File: src/rtl/signal_check_mc_pkg.sv
// Shared edge-mode and channel-state encodings for the multi-channel signal checker.
package signal_check_mc_pkg;

   typedef logic [1:0] edge_mode_t;

   localparam edge_mode_t EDGE_NONE = 2'b00;
   localparam edge_mode_t EDGE_RISE = 2'b01;
   localparam edge_mode_t EDGE_FALL = 2'b10;
   localparam edge_mode_t EDGE_BOTH = 2'b11;

   localparam logic [1:0] ST_DIS  = 2'b00;
   localparam logic [1:0] ST_INIT = 2'b01;
   localparam logic [1:0] ST_RUN  = 2'b10;

endpackage

File: src/rtl/signal_check_ch.sv
// One channel: synchroniser, ms stability filter, enable FSM, edge decode, sticky flag/overflow.
//
// state   | meaning
// --------+-----------------------------------------------------------------
// ST_DIS  | channel disabled, counter held at 0, level frozen, no events
// ST_INIT | waiting for first qualified level, adopted without an event
// ST_RUN  | qualified level changes are decoded into events
module signal_check_ch
   import signal_check_mc_pkg::*;
#(
   parameter int CNT_W = 8
) (
   input  logic             clk,
   input  logic             rst_n,
   input  logic             si,
   input  logic             ch_en,
   input  logic [1:0]       edge_type,
   input  logic [CNT_W-1:0] fms,
   input  logic             ms_pulse,
   input  logic             irq_clr,
   output logic             level,
   output logic             into,
   output logic             irq_flag,
   output logic             ovf
);

   logic [2:0]       si_dly;
   logic [CNT_W-1:0] cnt;
   logic [1:0]       state;
   logic             level_dly;
   logic             rise_q;
   logic             fall_q;
   logic             stable;
   logic             active;
   logic             qualify;
   logic             rise_sel;
   logic             fall_sel;

   assign stable   = (si_dly[1] == si_dly[2]);
   assign active   = ch_en && (state != ST_DIS);
   assign qualify  = active && stable && ms_pulse && (cnt >= fms);
   assign rise_sel = (edge_type == EDGE_RISE) || (edge_type == EDGE_BOTH);
   assign fall_sel = (edge_type == EDGE_FALL) || (edge_type == EDGE_BOTH);

   always_ff @(posedge clk or negedge rst_n) begin
      if (!rst_n) begin
         si_dly <= '0;
      end else begin
         si_dly <= {si_dly[1:0], si};
      end
   end

   always_ff @(posedge clk or negedge rst_n) begin
      if (!rst_n) begin
         cnt <= '0;
      end else if (!active || !stable) begin
         cnt <= '0;
      end else if (ms_pulse && (cnt < fms)) begin
         cnt <= cnt + CNT_W'(1);
      end
   end

   always_ff @(posedge clk or negedge rst_n) begin
      if (!rst_n) begin
         state <= ST_INIT;
      end else if (!ch_en) begin
         state <= ST_DIS;
      end else begin
         case (state)
            ST_DIS:  state <= ST_INIT;
            ST_INIT: if (qualify) state <= ST_RUN;
            ST_RUN:  state <= ST_RUN;
            default: state <= ST_INIT;
         endcase
      end
   end

   // In INIT the delayed copy is loaded together with level, so adopting the
   // first qualified value never looks like an edge.
   always_ff @(posedge clk or negedge rst_n) begin
      if (!rst_n) begin
         level     <= 1'b0;
         level_dly <= 1'b0;
      end else begin
         if (qualify) level <= si_dly[1];
         if (qualify && (state == ST_INIT)) level_dly <= si_dly[1];
         else                               level_dly <= level;
      end
   end

   always_ff @(posedge clk or negedge rst_n) begin
      if (!rst_n) begin
         rise_q <= 1'b0;
         fall_q <= 1'b0;
         into   <= 1'b0;
      end else begin
         rise_q <= level & ~level_dly;
         fall_q <= ~level & level_dly;
         into   <= (rise_q & rise_sel) | (fall_q & fall_sel);
      end
   end

   // A new event wins over a same-cycle clear for the flag; the clear wins for ovf.
   always_ff @(posedge clk or negedge rst_n) begin
      if (!rst_n) begin
         irq_flag <= 1'b0;
         ovf      <= 1'b0;
      end else begin
         irq_flag <= into | (irq_flag & ~irq_clr);
         if (irq_clr) ovf <= 1'b0;
         else         ovf <= ovf | (into & irq_flag);
      end
   end

endmodule

File: src/rtl/signal_check_mc.sv
// Multi-channel debounce/edge-interrupt checker: CH_NUM independent channels and one
// registered, maskable aggregate interrupt.
module signal_check_mc
   import signal_check_mc_pkg::*;
#(
   parameter int CH_NUM = 8,
   parameter int CNT_W  = 8,
   // Register delay is a simulation-only notion and is not modelled in this RTL.
   parameter int U_DLY  = 1
) (
   input  logic                    clk,
   input  logic                    rst_n,
   input  logic [CH_NUM-1:0]       si,
   input  logic [CH_NUM-1:0]       ch_en,
   input  logic [2*CH_NUM-1:0]     edge_type,
   input  logic [CNT_W*CH_NUM-1:0] fms,
   input  logic                    ms_pulse,
   input  logic [CH_NUM-1:0]       irq_mask,
   input  logic [CH_NUM-1:0]       irq_clr,
   output logic [CH_NUM-1:0]       level,
   output logic [CH_NUM-1:0]       into,
   output logic [CH_NUM-1:0]       irq_flag,
   output logic [CH_NUM-1:0]       ovf,
   output logic                    irq
);

   for (genvar i = 0; i < CH_NUM; i++) begin : g_ch
      signal_check_ch #(
         .CNT_W (CNT_W)
      ) u_ch (
         .clk       (clk),
         .rst_n     (rst_n),
         .si        (si[i]),
         .ch_en     (ch_en[i]),
         .edge_type (edge_type[2*i +: 2]),
         .fms       (fms[CNT_W*i +: CNT_W]),
         .ms_pulse  (ms_pulse),
         .irq_clr   (irq_clr[i]),
         .level     (level[i]),
         .into      (into[i]),
         .irq_flag  (irq_flag[i]),
         .ovf       (ovf[i])
      );
   end

   always_ff @(posedge clk or negedge rst_n) begin
      if (!rst_n) begin
         irq <= 1'b0;
      end else begin
         irq <= |(irq_flag & irq_mask);
      end
   end

endmodule
File: config.mk
export PLATFORM = sky130hd
export DESIGN_NAME = signal_check_mc
export DESIGN_NICKNAME = d
export VERILOG_FILES = /design/src/rtl/signal_check_mc_pkg.sv /design/src/rtl/signal_check_ch.sv /design/src/rtl/signal_check_mc.sv
export SDC_FILE = /design/constraint.sdc
export NUM_CORES = 1
export LEC_CHECK = 0
export CAP_MARGIN = 0
export CORE_MARGIN = 4
export CORE_UTILIZATION = 40
export DETAILED_ROUTE_END_ITERATION = 10
export PLACE_DENSITY = 0.59
export SLEW_MARGIN = 5
export SYNTH_ARGS = -nofsm -noshare
export SYNTH_HDL_FRONTEND = slang
export SYNTH_SLANG_ARGS = --single-unit
File: constraint.sdc
create_clock -name clk -period 2.45 [get_ports clk]
set_clock_uncertainty 0.05 [all_clocks]
set_input_delay 0.49 -clock clk [delete_from_list [all_inputs] [get_ports clk]]
set_output_delay 0.49 -clock clk [all_outputs]
set_load 0.005 [all_outputs]
==> results of run 1 <==
==> cell families after synthesis <==
logic type,count (synthesis),share of synthesized area
multiplexers,45,0.0501
adder cells (fa/ha/maj),88,0.117
flip-flops,161,0.430
AO/OA/AOI/OAI,199,0.138
AND/OR/NAND/NOR,299,0.182
XOR/XNOR,8,0.00746
buffers and inverters,152,0.0746
==> cells in the mapped netlist, types with 6 or more instances <==
| cell type | n | area share |
|---|---|---|
| and4_1 | 8 | 0.0075 |
| mux2_1 | 15 | 0.018 |
| a21o_1 | 9 | 0.0072 |
| clkbuf_1 | 19 | 0.0076 |
| o21ai_1 | 15 | 0.0080 |
| mux2i_1 | 29 | 0.031 |
| a21boi_1 | 7 | 0.0056 |
| nand4_1 | 21 | 0.014 |
| o211ai_2 | 6 | 0.0080 |
| nand3b_1 | 7 | 0.0056 |
| a21oi_1 | 80 | 0.043 |
| inv_1 | 97 | 0.039 |
| o31ai_1 | 34 | 0.027 |
| nor2b_1 | 24 | 0.016 |
| nand2_1 | 71 | 0.028 |
| nor2_1 | 25 | 0.010 |
| buf_4 | 32 | 0.026 |
| xnor2_1 | 8 | 0.0075 |
| and3_1 | 12 | 0.0080 |
| nand2b_1 | 18 | 0.012 |
| nand3_1 | 30 | 0.016 |
| and3b_1 | 7 | 0.0065 |
| a311oi_1 | 7 | 0.0065 |
| ha_1 | 88 | 0.12 |
| o21ai_0 | 13 | 0.0069 |
| nor4_1 | 9 | 0.0060 |
| or2_1 | 7 | 0.0047 |
| a22o_1 | 8 | 0.0075 |
| dfstp_2 | 8 | 0.022 |
| dfrtp_1 | 153 | 0.41 |
| or4_1 | 34 | 0.027 |
==> metal layers <==
| metal | share of wire | vias to the layer above | track usage | routed length [µm] |
|---|---|---|---|---|
| met5 | 0 | - | 0 | 0 |
| met4 | 0.0076 | 0 | 0.0318 | 155 |
| met3 | 0.036 | 11 | 0.0357 | 736 |
| met2 | 0.46 | 112 | 0.261 | 9410 |
| met1 | 0.49 | 3428 | 0.219 | 9960 |
| li1 | - | 3767 | - | - |
==> flip-flops by register name (all words and copies together), names as in the netlist <==
register,count
g_ch.u_ch.rise_q,8
g_ch.u_ch.si_dly,24
g_ch.u_ch.irq_flag,8
g_ch.u_ch.cnt,64
g_ch.u_ch.fall_q,8
g_ch.u_ch.level,8
irq,1
g_ch.u_ch.state,16
g_ch.u_ch.into,8
g_ch.u_ch.ovf,8
g_ch.u_ch.level_dly,8
==> final timing paths <==
check	startpoint	endpoint	slack, ns	cells after the start
setup / recovery	fms[9]	g_ch[1].u_ch.cnt[7]	0.16	8
hold / removal	g_ch[4].u_ch.si_dly[0]	g_ch[4].u_ch.si_dly[1]	0.29	0
setup reg to reg	g_ch[2].u_ch.cnt[5]	g_ch[2].u_ch.cnt[1]	0.27	6
hold reg to reg	g_ch[4].u_ch.si_dly[0]	g_ch[4].u_ch.si_dly[1]	0.29	0
max in group asynchronous	rst_n	g_ch[5].u_ch.state[0]	1.18	3
min in group asynchronous	rst_n	g_ch[1].u_ch.si_dly[2]	0.44	2
==> per-stage QoR <==
| step | hold WS (ns) | instances | setup WS [ns] |
|---|---|---|---|
| finish | 0.295 | 1467 | 0.157 |
| floorplan | 0.144 | 952 | 0.298 |
| detailed placement | 0.286 | 1434 | -0.306 |
| global route | 0.309 | 1467 | 0.00193 |
| global placement | 0.284 | 1434 | -0.253 |
| CTS | 0.298 | 1467 | 0.119 |
==> worst register-to-register path, cell delays in order (launching register included) <==
cell and delay [ns]:
dfrtp_1 0.43, ha_1 0.32, and4_1 0.20, a21boi_1 0.67, buf_4 0.23, nor3_1 0.05
mux2i_1 0.11
==> power groups by stage <==
stage | clock [mW] | sequential [mW] | combinational [mW]
2_1_floorplan | 0 | 3.04 | 0.901
3_3_place_gp | 0 | 3.06 | 1.47
4_1_cts | 2.81 | 3.02 | 1.52
5_1_grt | 2.92 | 3.04 | 1.70
6_report | 2.71 | 3.01 | 1.49
3_5_place_dp | 0 | 3.07 | 1.51
==> repair_timing <==
action                     CTS  global route
resized for setup            0             4
setup endpoints to repair    0             6
hold buffers                 1             0
hold endpoints to repair    18             0
==> final cells by class <==
class,count,area (µm²),area share
multi-input combinational,639,4660,0.383
sequential,161,4040,0.332
timing repair buffer,224,2090,0.172
clock buffer,22,484,0.0398
tap,313,392,0.0322
inverter,98,368,0.0302
clock inverter,10,126,0.0104
==> impl_metrics.toml, run 1 <==
[global_route]
grt_usage = 0.159
antenna_found_initial = 0
grt_pass1_vias = 7197
grt_overflow_total = 0
grt_first_pass_wirelength_um = 34500
grt_max_degree = 58

[power]
p_comb_frac = 0.207
fin_total_pwr_mw = 7.22
p_leak_nw = 5.57
power_density_nw_per_um2 = 593
internal_power_mw = 5.34
pwr-share-clk = 0.375
p_switching_mw = 1.88
swShare = 0.261
vdd.ir_drop.worst_mv = 0.380
p_seq_frac = 0.418

[final_layout]
drive_above_1_share = 0.120
layout_commonest_cell = "dfrtp_1"
fin_nets = 1344
area_delta_synth_final_pct = 29.6
fillers = 2108
design_area_um2 = 12200
final_util = 0.532
antenna_cells = 0
mostFrequentLayoutCells = "dfrtp_1 (153), clkdlybuf4s50_1 (146), inv_1 (97)"

[sta]
finalSetupTns_ns = 0
slew_headroom = 0.461
slew_violations = 0
finalCriticalPeriod_ns = 2.29
grt_setup_unrepaired = "no"
worst_pin_slew_ns = 0.807
period_share = 0.936
setup_viol = 0
hold_violations = 0
fmax_ghz = 0.436

[detailed_routing]
first_pass_iters = 6
drc_errors = 0
wire_per_inst_um = 13.8
wirelength_um = 20300
ant_nets = 0
vias = 7318
drt-initial-drc-count = 277
vias_per_cell = 4.99

[clock_tree]
clock-sinks = 161
cts_tree = "built"
post_cts_buffers = 0
clk_pin_slew_ns = 0.06
htree_levels = 4
clock_path_buffers = 2
root_buffer = "clkbuf_16"
clk_latency_ns = 0.42
cts_buffers = 17

[placed_design]
dp_hpwl_um = 15600
place_congestion = 0.809
placed_area_um2 = 11500
io_buffer_count = 147

[die]
dieHeight_um = 161
num_io_pins = 148
start_util = 0.411
die_area_um2 = 26000
core_area_um2 = 22800
die_w_um = 161
num_rows = 55

[yosys]
syn-num-nets = 1155
netlist_area_um2 = 9390
yosys_warnings = 0
synth_cell_types = 54
netlist_instances = 952
synthArstFlopShare = 1.00
synth_top_flop_cell = "dfrtp_1"
synth_edf_count = 0
synth_seq_cells = 161
yosysSeqAreaShare = 0.430
avgSynthCellArea_um2 = 9.86

[outcome]
status = "finished clean"

[setup_path]
critPathTopFamily = "simple AND/OR/NAND/NOR gates"
start_kind = "input pin"
worst-path-buf-inv = 2
slowest_stage = "or4_1"
cp_data_arrival_time_ns = 2.58
cp_max_fo = 11
critPathRequiredTime_ns = 2.74
critPathMaxStageDelay_ns = 0.56
crit_chain = "clkdlybuf4s50_1 > inv_1 > ha_1 > nor2b_1 > o211ai_1 > a21boi_1 > or4_1 > a21oi_1"
end_kind = "register"
critPathKind = "in2reg"

[hold_path]
hold_path.class = "reg2reg"

[run]
cap_viol_max_count = 0
No activity file was read; power rests on OpenSTA's default activity.
==> run 2, diff against run 1 <==
- DONT_BUFFER_PORTS: unset -> 1
- GPL_ROUTABILITY_DRIVEN: unset -> 0
- PLACE_DENSITY: 0.59 -> 0.51
==> impl_metrics.toml, run 2 (synthesis gave the netlist of run 1 again) <==
[final_layout]
mostFrequentLayoutCells = "dfrtp_1 (153), inv_1 (97), ha_1 (88)"
largest_register_ff_count = 64
top_register = "g_ch.u_ch.cnt"
fin_cells = 1254
fin_nets = 1133
reg_top3 = "g_ch.u_ch.cnt: 64 flops, g_ch.u_ch.si_dly: 24 flops, g_ch.u_ch.state: 16 flops"
antenna_cells = 0
drive_above_1_share = 0.0723
layout_commonest_cell = "dfrtp_1"
fillers = 2265
area_delta_synth_final_pct = 8.18

[placed_design]
io_buffer_count = 0
dp_hpwl_um = 14200
dp_cells = 1224

[setup_path]
critPathKind = "reg2reg"
worstReg2RegEnd = "g_ch[6].u_ch.cnt[1]"
cp_data_arrival_time_ns = 2.58
critPathRequiredTime_ns = 2.75
r2r_cells = 6
cp_max_fo = 14
r2r_setup_slack_ns = 0.17
start_kind = "register"
rr_startpoint = "g_ch[6].u_ch.cnt[1]"
end_kind = "register"

[die]
dieHeight_um = 161
num_io_pins = 148
core_area_um2 = 22800
die_w_um = 161
num_rows = 55
die_area_um2 = 26000
start_util = 0.411

[sta]
period_share = 0.932
slew_headroom = 0.364
setup_viol = 0
grt_setup_unrepaired = "no"
finalSetupTns_ns = 0
slew_violations = 0
hold_violations = 161
worst_pin_slew_ns = 0.954
hold_ws_ns = -0.281
fmax_ghz = 0.438
finalCriticalPeriod_ns = 2.28

[detailed_routing]
dr_wl_met3_um = 1040
drc_errors = 0
ant_nets = 0
highest_layer = "met4"
drt-initial-drc-count = 349
vias_per_cell = 5.26
wirelength_um = 19700
wire_per_inst_um = 15.7
vias = 6596
first_pass_iters = 4
met2_length_um = 8620
drt-met1-wl_um = 9740

[clock_tree]
root_buffer = "clkbuf_16"
clk_latency_ns = 0.42
post_cts_buffers = 0
htree_levels = 4
clock-sinks = 161
cts_buffers = 17
cts_tree = "built"
clk_pin_slew_ns = 0.06
clock_path_buffers = 2

[power]
vdd.ir_drop.worst_mv = 0.319
p_leak_nw = 4.67
power_density_nw_per_um2 = 680

[global_route]
grt_usage = 0.152
antenna_found_initial = 2
grt_pass1_vias = 6467
grt_first_pass_wirelength_um = 32500
grt_overflow_total = 0
grt_max_degree = 162

[outcome]
violations = "negative hold slack"
status = "complete, but fails checks"

[run]
cap_viol_max_count = 0

[hold_path]
hold_path.class = "in2async"
-- run 2: cell count changes in the layout (fill, tap and decap cells not counted), sizes merged --
cell	change
clkdlybuf4s50	-146
dlygate4sd3	-1
bufinv	+2
clkbuf	-2
buf	-64
inv	-2
-- run 2: cell type report --
type,instances,area [µm²],share of cell area
clock inverters,10,161,0.0159
clock buffers,20,447,0.0440
well taps,313,392,0.0386
flip-flops and latches,161,4040,0.398
inverters,98,368,0.0362
multi-input cells,639,4650,0.458
repair buffers,13,97.6,0.00961
-- run 2: worst max path at each step --
stage / from / end / slack [ns] / depth (start not counted)
after floorplan: fms[47] / g_ch[5].u_ch.cnt[6] / 0.30 / 8
after global routing: g_ch[6].u_ch.cnt[1] / g_ch[6].u_ch.cnt[1] / 0.02 / 6
after CTS: g_ch[6].u_ch.cnt[1] / g_ch[6].u_ch.cnt[1] / 0.20 / 6
after detailed placement: fms[15] / g_ch[1].u_ch.cnt[5] / 0.15 / 6
final: g_ch[6].u_ch.cnt[1] / g_ch[6].u_ch.cnt[1] / 0.17 / 6
after global placement: fms[15] / g_ch[1].u_ch.cnt[5] / 0.16 / 6
-- run 2: layer usage --
layer | up-vias | GRT usage
met2 | 143 | 0.233
met4 | 0 | 0.0427
met1 | 3102 | 0.215
li1 | 3340 | -
met3 | 11 | 0.0365
met5 | - | 0
-- run 2: metrics by stage --
stage          worst slack, ns  power [mW]  instance area [µm²]  hold WS, ns   util
4_1_cts                  0.198        7.02                10200       -0.305  0.444
3_3_place_gp             0.161        4.15                 9540        0.150  0.418
3_5_place_dp             0.154        4.17                 9540        0.152  0.418
5_1_grt                 0.0156        7.32                10200       -0.314  0.444
2_1_floorplan            0.298        3.94                 9390        0.144      -
6_report                 0.166        6.90                10200       -0.281  0.444
-- run 2: critical path, cell delays in order (launching register included) --
cell and delay (ns):
dfrtp_1 0.44, ha_1 0.31, nor2b_1 0.16, o211ai_2 0.11, a21oi_1 0.75, o21ai_0 0.21, a21oi_1 0.18
-- run 2: report_power, final --
| group | internal (mW) | switching [mW] |
|---|---|---|
| sequential | 2.89 | 0.133 |
| clock | 1.72 | 1.08 |
| combinational | 0.532 | 0.544 |
| total | 5.14 | 1.76 |
-- run 2: repair_timing --
action                                  4_1_cts  5_1_grt
gates resized for setup                       0        1
endpoints found under the hold margin       161      161
endpoints found under the setup margin        0        1
==> run 3, diff against run 2 <==
- SETUP_SLACK_MARGIN: unset -> 0.3
- clock period: 2.45 -> 2.3 ns (I/O delays scaled with it)
==> impl_metrics.toml, run 3 (synthesis gave the netlist of run 1 again) <==
[setup_path]
cp_max_fo = 3
start_kind = "register"
crit_chain = "ha_1 > nand4_1 > and2_1 > a2111o_1 > a21bo_1 > mux2_4"
cp_data_arrival_time_ns = 2.32
critPathTopFamily = "compound AO/OA/AOI/OAI gates"
slowest_stage = "dfrtp_2"
r2r_setup_slack_ns = 0.23
worst-path-buf-inv = 0
end_kind = "register"
critPathRequiredTime_ns = 2.55
critPathKind = "reg2reg"
critPathMaxStageDelay_ns = 0.42

[power]
vdd.ir_drop.worst_mv = 0.361
power_density_nw_per_um2 = 605
p_leak_nw = 5.33
fin_total_pwr_mw = 7.42

[detailed_routing]
drc_errors = 0
drt-initial-drc-count = 331
wire_per_inst_um = 16.4
wirelength_um = 22400
vias_per_cell = 5.27
ant_nets = 0
first_pass_iters = 4
vias = 7191

[final_layout]
layout_commonest_cell = "dfrtp_1"
largest_register_ff_count = 64
antenna_cells = 0
top_register = "g_ch.u_ch.cnt"
fin_nets = 1241
fillers = 2051
reg_top3 = "g_ch.u_ch.cnt: 64 flops, g_ch.u_ch.si_dly: 24 flops, g_ch.u_ch.state: 16 flops"
design_area_um2 = 12300
drive_above_1_share = 0.352
area_delta_synth_final_pct = 30.6
mostFrequentLayoutCells = "dfrtp_1 (133), buf_4 (103), inv_1 (85)"

[global_route]
use_met2 = 0.256
grt_pass1_vias = 6931
antenna_found_initial = 0
grt_overflow_total = 0
grt_first_pass_wirelength_um = 35100
grtUsageMet1 = 0.233
use_met3 = 0.0467
grt_max_degree = 162
grt_usage = 0.165
top_usage_layer = "met2"

[sta]
slew_headroom = 0.632
hold_ws_ns = -0.318
period_share = 0.898
worst_pin_slew_ns = 0.550
timing.final.ws_setup_ns = 0.235
setup_viol = 0
slew_violations = 0
hold_violations = 161
finalCriticalPeriod_ns = 2.07
grt_setup_unrepaired = "yes"
finalSetupTns_ns = 0
fmax_ghz = 0.484

[clock_tree]
clock_path_buffers = 2
htree_levels = 4
clk_latency_ns = 0.43
root_buffer = "clkbuf_16"
clock-sinks = 161
clk_pin_slew_ns = 0.07
cts_buffers = 17
cts_tree = "built"
cts.hold.buffers_added = 8

[die]
start_util = 0.411
die_w_um = 161
core_area_um2 = 22800
die_area_um2 = 26000
dieHeight_um = 161
num_rows = 55
num_io_pins = 148

[placed_design]
place_ws_ns = 0.0513
placed_area_um2 = 9950
io_buffer_count = 0
dp_hpwl_um = 14500

[run]
cap_viol_max_count = 0

[hold_path]
hold_path.class = "in2async"

[outcome]
violations = "negative hold slack"
status = "complete, but fails checks"
run 3: metrics by stage:
stage / cells / util / hold WS [ns]
global placement: 1233 / 0.435 / 0.120
finish: 1364 / 0.537 / -0.318
detailed placement: 1233 / 0.435 / 0.123
floorplan: 952 / - / 0.114
global route: 1364 / 0.537 / -0.352
CTS: 1305 / 0.482 / -0.344
run 3: worst paths after layout:
check,start,end,cells past startpoint
max in group asynchronous,rst_n,g_ch[4].u_ch.state[0],0
hold / removal,rst_n,g_ch[0].u_ch.cnt[4],0
min in group clk,irq_clr[5],g_ch[5].u_ch.ovf,1
setup / recovery,g_ch[6].u_ch.cnt[2],g_ch[6].u_ch.level_dly,6
hold reg to reg,g_ch[5].u_ch.si_dly[0],g_ch[5].u_ch.si_dly[1],0
setup reg to reg,g_ch[6].u_ch.cnt[2],g_ch[6].u_ch.level_dly,6
run 3: metal layers:
metal  part of all wire  vias up
met5                  0        -
met4             0.0073        0
met3              0.049       12
met2               0.46      149
met1               0.48     3470
li1                   -     3560
run 3: power breakdown:
| group | switching (mW) | internal (mW) | leakage (nW) |
|---|---|---|---|
| Combinational | 0.727 | 0.805 | 2.95 |
| Sequential | 0.137 | 3.08 | 2.12 |
| Clock | 1.24 | 1.43 | 0.253 |
| Total | 2.11 | 5.31 | 5.33 |
run 3: layout make-up:
cell class / instances / area (µm²) / share of cell area
multi-input combinational: 642 / 5950 / 0.486
sequential: 161 / 4060 / 0.331
timing repair buffer: 118 / 926 / 0.0755
clock buffer: 19 / 443 / 0.0361
tap: 313 / 392 / 0.0319
inverter: 98 / 380 / 0.0310
clock inverter: 13 / 104 / 0.00847
run 3: timing repair:
action | CTS | global route
buffers inserted | 31 | 55
endpoints found under the setup margin | 75 | 76
pin swaps | 18 | 69
hold endpoints to repair | 169 | 161
gates resized for setup | 50 | 149
gates cloned | 1 | 4
